===== config.mk =====
export PLATFORM = sky130hd
export DESIGN_NAME = pwm_fade
export DESIGN_NICKNAME = d
export VERILOG_FILES = /design/src/rtl/pwm_fade_pkg.sv /design/src/rtl/fade_tick.sv /design/src/rtl/pwm_fade.sv
export SDC_FILE = /design/constraint.sdc
export NUM_CORES = 1
export LEC_CHECK = 0
export ABC_AREA = 1
export BUFFER_PORTS_ARGS = -buffer_cell sky130_fd_sc_hd__buf_4
export CAP_MARGIN = 20
export CORE_MARGIN = 1.5
export CORE_UTILIZATION = 67
export CTS_CLUSTER_DIAMETER = 120
export DETAILED_ROUTE_END_ITERATION = 16
export PLACE_DENSITY_LB_ADDON = 0.1
export SYNTH_ARGS = -nofsm -noshare
export SYNTH_HDL_FRONTEND = slang
export SYNTH_SLANG_ARGS = --single-unit

===== constraint.sdc =====
create_clock -name i_clk -period 14.2 [get_ports i_clk]
set_clock_uncertainty 0.2 [all_clocks]
set_input_delay 2.13 -clock i_clk [delete_from_list [all_inputs] [get_ports i_clk]]
set_output_delay 2.13 -clock i_clk [all_outputs]
set_load 0.02 [all_outputs]

===== src/rtl/pwm_fade_pkg.sv =====
// Shared definitions for the PWM fade controller: register addresses, CTRL/STATUS
// bit positions and the ramp state encoding.
package pwm_fade_pkg;

  localparam logic [2:0] ADDR_CTRL     = 3'd0;
  localparam logic [2:0] ADDR_OVF      = 3'd1;
  localparam logic [2:0] ADDR_TARGET   = 3'd2;
  localparam logic [2:0] ADDR_STEP     = 3'd3;
  localparam logic [2:0] ADDR_INTERVAL = 3'd4;
  localparam logic [2:0] ADDR_STATUS   = 3'd5;
  localparam logic [2:0] ADDR_CURDC    = 3'd6;

  localparam int CTRL_EN_BIT     = 0;
  localparam int CTRL_START_BIT  = 1;
  localparam int STATUS_BUSY_BIT = 0;
  localparam int STATUS_IRQ_BIT  = 1;

  typedef enum logic [1:0] {
    ST_IDLE = 2'd0,
    ST_UP   = 2'd1,
    ST_DOWN = 2'd2
  } fade_state_e;

endpackage


===== src/rtl/fade_tick.sv =====
// Interval counter for the fade ramp: emits a one-cycle tick every INTERVAL+1
// cycles; i_clear restarts the count from zero.
module fade_tick #(
  parameter int DATA_WIDTH = 32
) (
  input  logic                  i_clk,
  input  logic                  i_rst_n,
  input  logic                  i_clear,
  input  logic [DATA_WIDTH-1:0] i_interval,
  output logic                  o_tick
);

  logic [DATA_WIDTH-1:0] cnt_reg;
  logic [DATA_WIDTH-1:0] cnt_next;

  // >= rather than == so a shortened interval cannot strand the counter above it
  assign o_tick = (cnt_reg >= i_interval);

  always_comb begin
    cnt_next = cnt_reg + DATA_WIDTH'(1);
    if (i_clear || o_tick) begin
      cnt_next = '0;
    end
  end

  always_ff @(posedge i_clk) begin
    if (!i_rst_n) begin
      cnt_reg <= '0;
    end else begin
      cnt_reg <= cnt_next;
    end
  end

endmodule


===== src/rtl/pwm_fade.sv =====
// Register-mapped duty-cycle fader feeding a downstream PWM stage.
// Optional ramp-complete interrupt flag is built when PWM_FADE_IRQ_EN is defined.
module pwm_fade
  import pwm_fade_pkg::*;
#(
  parameter int DATA_WIDTH = 32
) (
  input  logic                  i_clk,
  input  logic                  i_rst_n,
  input  logic                  i_we,
  input  logic [2:0]            i_addr,
  input  logic [DATA_WIDTH-1:0] i_wdata,
  output logic [DATA_WIDTH-1:0] o_rdata,
  output logic                  o_en,
  output logic [DATA_WIDTH-1:0] o_dc,
  output logic [DATA_WIDTH-1:0] o_ovf,
  output logic                  o_busy,
  output logic                  o_irq
);

  localparam int DW = DATA_WIDTH;

  logic          en_reg;
  logic [DW-1:0] ovf_reg;
  logic [DW-1:0] target_reg;
  logic [DW-1:0] step_reg;
  logic [DW-1:0] interval_reg;
  logic [DW-1:0] dc_reg;
  logic [DW-1:0] dc_next;
  logic [DW-1:0] rdata_reg;
  logic [DW-1:0] rdata_next;
  fade_state_e   state_reg;
  fade_state_e   state_next;

  logic          start;
  logic          done;
  logic          tick;
  logic          busy;
  logic          irq_flag;
  logic [DW-1:0] target_eff;
  logic [DW-1:0] step_eff;
  logic [DW:0]   sum_ext;
  logic [DW:0]   diff_ext;
  logic [DW-1:0] up_val;
  logic [DW-1:0] down_val;

  assign start = i_we && (i_addr == ADDR_CTRL) && i_wdata[CTRL_START_BIT];
  assign busy  = (state_reg != ST_IDLE);

  assign target_eff = (target_reg < ovf_reg) ? target_reg : ovf_reg;
  assign step_eff   = (step_reg == '0) ? DW'(1) : step_reg;

  // One extra bit so saturation is decided before any wrap-around
  assign sum_ext  = {1'b0, dc_reg} + {1'b0, step_eff};
  assign diff_ext = {1'b0, dc_reg} - {1'b0, step_eff};

  always_comb begin
    up_val = sum_ext[DW-1:0];
    if ((dc_reg >= target_eff) || (sum_ext >= {1'b0, target_eff})) begin
      up_val = target_eff;
    end
  end

  always_comb begin
    down_val = diff_ext[DW-1:0];
    if ((dc_reg <= target_eff) || diff_ext[DW] || (diff_ext[DW-1:0] < target_eff)) begin
      down_val = target_eff;
    end
  end

  fade_tick #(
    .DATA_WIDTH (DW)
  ) u_fade_tick (
    .i_clk      (i_clk),
    .i_rst_n    (i_rst_n),
    .i_clear    (state_reg == ST_IDLE),
    .i_interval (interval_reg),
    .o_tick     (tick)
  );

  always_comb begin
    state_next = state_reg;
    dc_next    = dc_reg;
    done       = 1'b0;
    case (state_reg)
      ST_IDLE: begin
        if (start) begin
          if (target_eff > dc_reg) begin
            state_next = ST_UP;
          end else if (target_eff < dc_reg) begin
            state_next = ST_DOWN;
          end else begin
            done = 1'b1;
          end
        end
      end
      ST_UP: begin
        if (tick) begin
          dc_next = up_val;
          if (up_val == target_eff) begin
            state_next = ST_IDLE;
            done       = 1'b1;
          end
        end
      end
      ST_DOWN: begin
        if (tick) begin
          dc_next = down_val;
          if (down_val == target_eff) begin
            state_next = ST_IDLE;
            done       = 1'b1;
          end
        end
      end
      default: begin
        state_next = ST_IDLE;
      end
    endcase
  end

  always_comb begin
    rdata_next = '0;
    case (i_addr)
      ADDR_CTRL:     rdata_next[CTRL_EN_BIT] = en_reg;
      ADDR_OVF:      rdata_next = ovf_reg;
      ADDR_TARGET:   rdata_next = target_reg;
      ADDR_STEP:     rdata_next = step_reg;
      ADDR_INTERVAL: rdata_next = interval_reg;
      ADDR_STATUS: begin
        rdata_next[STATUS_BUSY_BIT] = busy;
        rdata_next[STATUS_IRQ_BIT]  = irq_flag;
      end
      ADDR_CURDC:    rdata_next = dc_reg;
      default:       rdata_next = '0;
    endcase
  end

  // START is a pulse and CURDC is read-only, so neither has backing storage here
  always_ff @(posedge i_clk) begin
    if (!i_rst_n) begin
      en_reg       <= 1'b0;
      ovf_reg      <= '0;
      target_reg   <= '0;
      step_reg     <= '0;
      interval_reg <= '0;
      dc_reg       <= '0;
      rdata_reg    <= '0;
      state_reg    <= ST_IDLE;
    end else begin
      if (i_we) begin
        case (i_addr)
          ADDR_CTRL:     en_reg       <= i_wdata[CTRL_EN_BIT];
          ADDR_OVF:      ovf_reg      <= i_wdata;
          ADDR_TARGET:   target_reg   <= i_wdata;
          ADDR_STEP:     step_reg     <= i_wdata;
          ADDR_INTERVAL: interval_reg <= i_wdata;
          default:       ;
        endcase
      end
      dc_reg    <= dc_next;
      rdata_reg <= rdata_next;
      state_reg <= state_next;
    end
  end

`ifdef PWM_FADE_IRQ_EN
  logic irq_reg;

  // A completion in the same cycle as a clear wins, so no event is lost
  always_ff @(posedge i_clk) begin
    if (!i_rst_n) begin
      irq_reg <= 1'b0;
    end else if (done) begin
      irq_reg <= 1'b1;
    end else if (i_we && (i_addr == ADDR_STATUS)) begin
      irq_reg <= 1'b0;
    end
  end

  assign irq_flag = irq_reg;
`else
  logic done_unused;

  assign done_unused = done;
  assign irq_flag    = 1'b0;
`endif

  assign o_rdata = rdata_reg;
  assign o_en    = en_reg;
  assign o_dc    = dc_reg;
  assign o_ovf   = ovf_reg;
  assign o_busy  = busy;
  assign o_irq   = irq_flag;

endmodule

==> flow_metrics.py <==
metrics = {
    "timing": {
        "final.setup.tns_ns": 0,
        "max_freq_mhz": 118,
        "timing.final.hold_violations": 0,
        "worst_hold_slack_ns": 0.265,
        "setup_viol": 0,
        "tightest_slew_ns": 1.00,
        "rsz0062_at_grt": "false",
        "drv_slew": 0,
        "max-slew-margin-rel_pct": 32.5,
        "layout_min_cycle_time_ns": 8.49,
        "period_share_pct": 59.8,
        "setup_ws_ns": 5.71,
    },
    "worst_setup_path": {
        "startpoint_type": "register",
        "cp_common_cell": "nand2_1",
        "crit_buf_inv": 3,
        "critPathTopFamily": "simple AND/OR/NAND/NOR gates",
        "crit_fanout": 67,
        "crit_slowest_cell": "buf_4",
        "crit_cells": 39,
        "end_kind": "register",
        "critPathRequiredTime_ns": 14.47,
        "r2r_cells": 39,
        "critPathMaxStageDelay_ns": 0.60,
        "path_class": "reg -> reg",
        "critPathArrivalTime_ns": 8.76,
    },
    "synthesis": {
        "ys.flop_type": "dfxtp_1",
        "synth_area_per_cell_um2": 6.67,
        "synth_top_area_share_pct": 24.5,
        "synth-compound-area-share_pct": 22.8,
        "synth.area.mux_share_pct": 0,
        "synth_xor_area_share_pct": 3.16,
        "synth-edff-count": 0,
        "synth_adder_area_share_pct": 15.3,
        "yosysWarnings": 0,
        "yosys-top-cells-count": "nand2_1, inv_1, a21oi_1",
        "synth_top_family_by_area": "compound AO/OA/AOI/OAI gates",
        "synth_area_mm2": 0.0186,
        "synth-async-reset-ratio_pct": 0,
        "yosysMostFrequentCell": "nand2_1",
        "yosys.area.top_type": "dfxtp_1",
        "synth_fp_nets": 3048,
        "ys_seq_area_share_pct": 24.5,
        "yosys-top-cells-area": "dfxtp_1, ha_1, nand2_1, inv_1, a21oi_1",
        "synthCells": 2784,
        "ys_types": 58,
        "ys_ff_latch": 227,
        "yosys.area_share.simple_pct": 22.5,
    },
    "die": {
        "io_pins": 137,
        "die-area_mm2": 0.0287,
        "rows": 60,
        "floorplan.initialDensity_pct": 68.6,
        "fp.dieW_um": 170,
        "core_area_mm2": 0.0271,
        "die_h_um": 170,
    },
    "place": {
        "placed_cells": 3151,
        "hpwl_um": 51800,
        "finalWeightedCongestion": 1.07,
        "dp_worst_setup_slack_ns": 6.11,
        "port_buffers": 135,
        "placed_area_mm2": 0.0196,
    },
    "clock_network": {
        "ctsLongestPathBuffers": 3,
        "root_buffer": "clkbuf_16",
        "numCtsBuffers": 26,
        "clk_latency_ns": 0.57,
        "cts.clk_slew.worst_paths_ns": 0.07,
        "h-tree-depth": 1,
        "hold_buffers": 0,
        "cts_resized": 0,
        "cts_setup_buffers": 0,
        "cts_sinks": 227,
        "cts_tree": "yes",
    },
    "detailed_routing": {
        "drc_errors": 0,
        "wl_per_cell_um": 21.8,
        "dr.pass1.iters": 6,
        "postRouteAntennaNets": 0,
        "vias": 21065,
        "routed_wl_um": 69800,
        "drt_iter0_drc": 3732,
        "drt-vias-per-instance": 6.58,
    },
    "global_route": {
        "antenna_found_initial": 1,
        "grt_max_degree": 87,
        "grt_pass1_wl_um": 105000,
        "grt_overflow": 0,
        "grt_pass1_vias": 18912,
        "grt_usage_pct": 46.9,
    },
    "cells_and_area": {
        "drive_gt1_share_pct": 8.59,
        "area_growth_pct": 10.2,
        "nNetsFinal": 3072,
        "stdcell_count": 3200,
        "final_util_pct": 75.5,
        "design_area_mm2": 0.0205,
        "diodes": 0,
    },
    "pwr": {
        "p_leak_nw": 9.76,
        "power.density_mw_per_mm2": 199,
        "ir_worst_vdd_v": 0.000265,
        "p_total_mw": 4.07,
    },
    "worst_hold_path": {
        "min_path_type": "reg -> reg",
        "min_path_cells": 1,
    },
    "outcome": {
        "status": "finished clean",
    },
    "run": {
        "max_cap_violations": 0,
    },
}
## metal layers
layer	global-route usage [%]	vias to the layer above	part of all wire (%)
met5	0	-	0.019
met4	17.3	2	4.4
met3	14.4	229	16
met2	69.0	1772	41
met1	64.4	9600	39
li1	-	9462	-
## power by group
part | total (mW) | internal (mW) | switching [mW]
Clock | 0.681 | 0.373 | 0.309
Sequential | 0.716 | 0.668 | 0.0476
Combinational | 2.68 | 0.777 | 1.90
## worst reg2reg max path: cells and delay by family (launching register included)
| kind | cells | cell delay (ns) |
|---|---|---|
| flip-flops | 1 | 0.33 |
| AND/OR/NAND/NOR | 26 | 4.24 |
| buffers and inverters | 3 | 1.25 |
| adder cells (fa/ha/maj) | 3 | 0.85 |
| AO/OA/AOI/OAI | 7 | 1.56 |
## worst paths after layout
check	startpoint	endpoint	slack [ns]
max	step_reg[28]	state_reg[1]	5.71
min	u_fade_tick.cnt_reg[0]	u_fade_tick.cnt_reg[0]	0.26
min reg2reg	u_fade_tick.cnt_reg[0]	u_fade_tick.cnt_reg[0]	0.26
max reg2reg	step_reg[28]	state_reg[1]	5.71
## cell usage in the layout, fill, tap and decap left out, drive strengths merged, types with 9 or more instances in the layout
| cell | Yosys | routed |
|---|---|---|
| o21ai | 251 | 251 |
| nand2 | 398 | 398 |
| o22ai | 63 | 63 |
| nand4 | 90 | 90 |
| clkinv | 4 | 9 |
| a21oi | 288 | 288 |
| nor4 | 18 | 18 |
| nor2 | 260 | 260 |
| dfxtp | 227 | 227 |
| xor2 | 64 | 64 |
| ha | 224 | 224 |
| inv | 398 | 402 |
| nand3 | 84 | 84 |
| nor3 | 74 | 74 |
| o211ai | 59 | 59 |
| nor3b | 13 | 13 |
| a211oi | 9 | 9 |
| a31oi | 36 | 36 |
| clkbuf | 129 | 35 |
| buf | 36 | 161 |
## layout make-up
| cell class | instances | area [um2] |
|---|---|---|
| clock buffers | 35 | 704 |
| clock inverters | 13 | 138 |
| fillers | 2093 | 6630 |
| inverters | 402 | 1510 |
| multi-input cells | 1990 | 11900 |
| flip-flops and latches | 227 | 4540 |
| well taps | 372 | 465 |
| repair buffers | 161 | 1250 |
## cells by family after synthesis
group                      count (synthesis)
and+or+nand+nor                          952
AOI/OAI and AO/OA                        744
buffers and inverters                    567
DFF                                      227
adders and majority gates                226
xor gates and xnor gates                  67
other                                      1
Power figures use the tool's default switching activity.
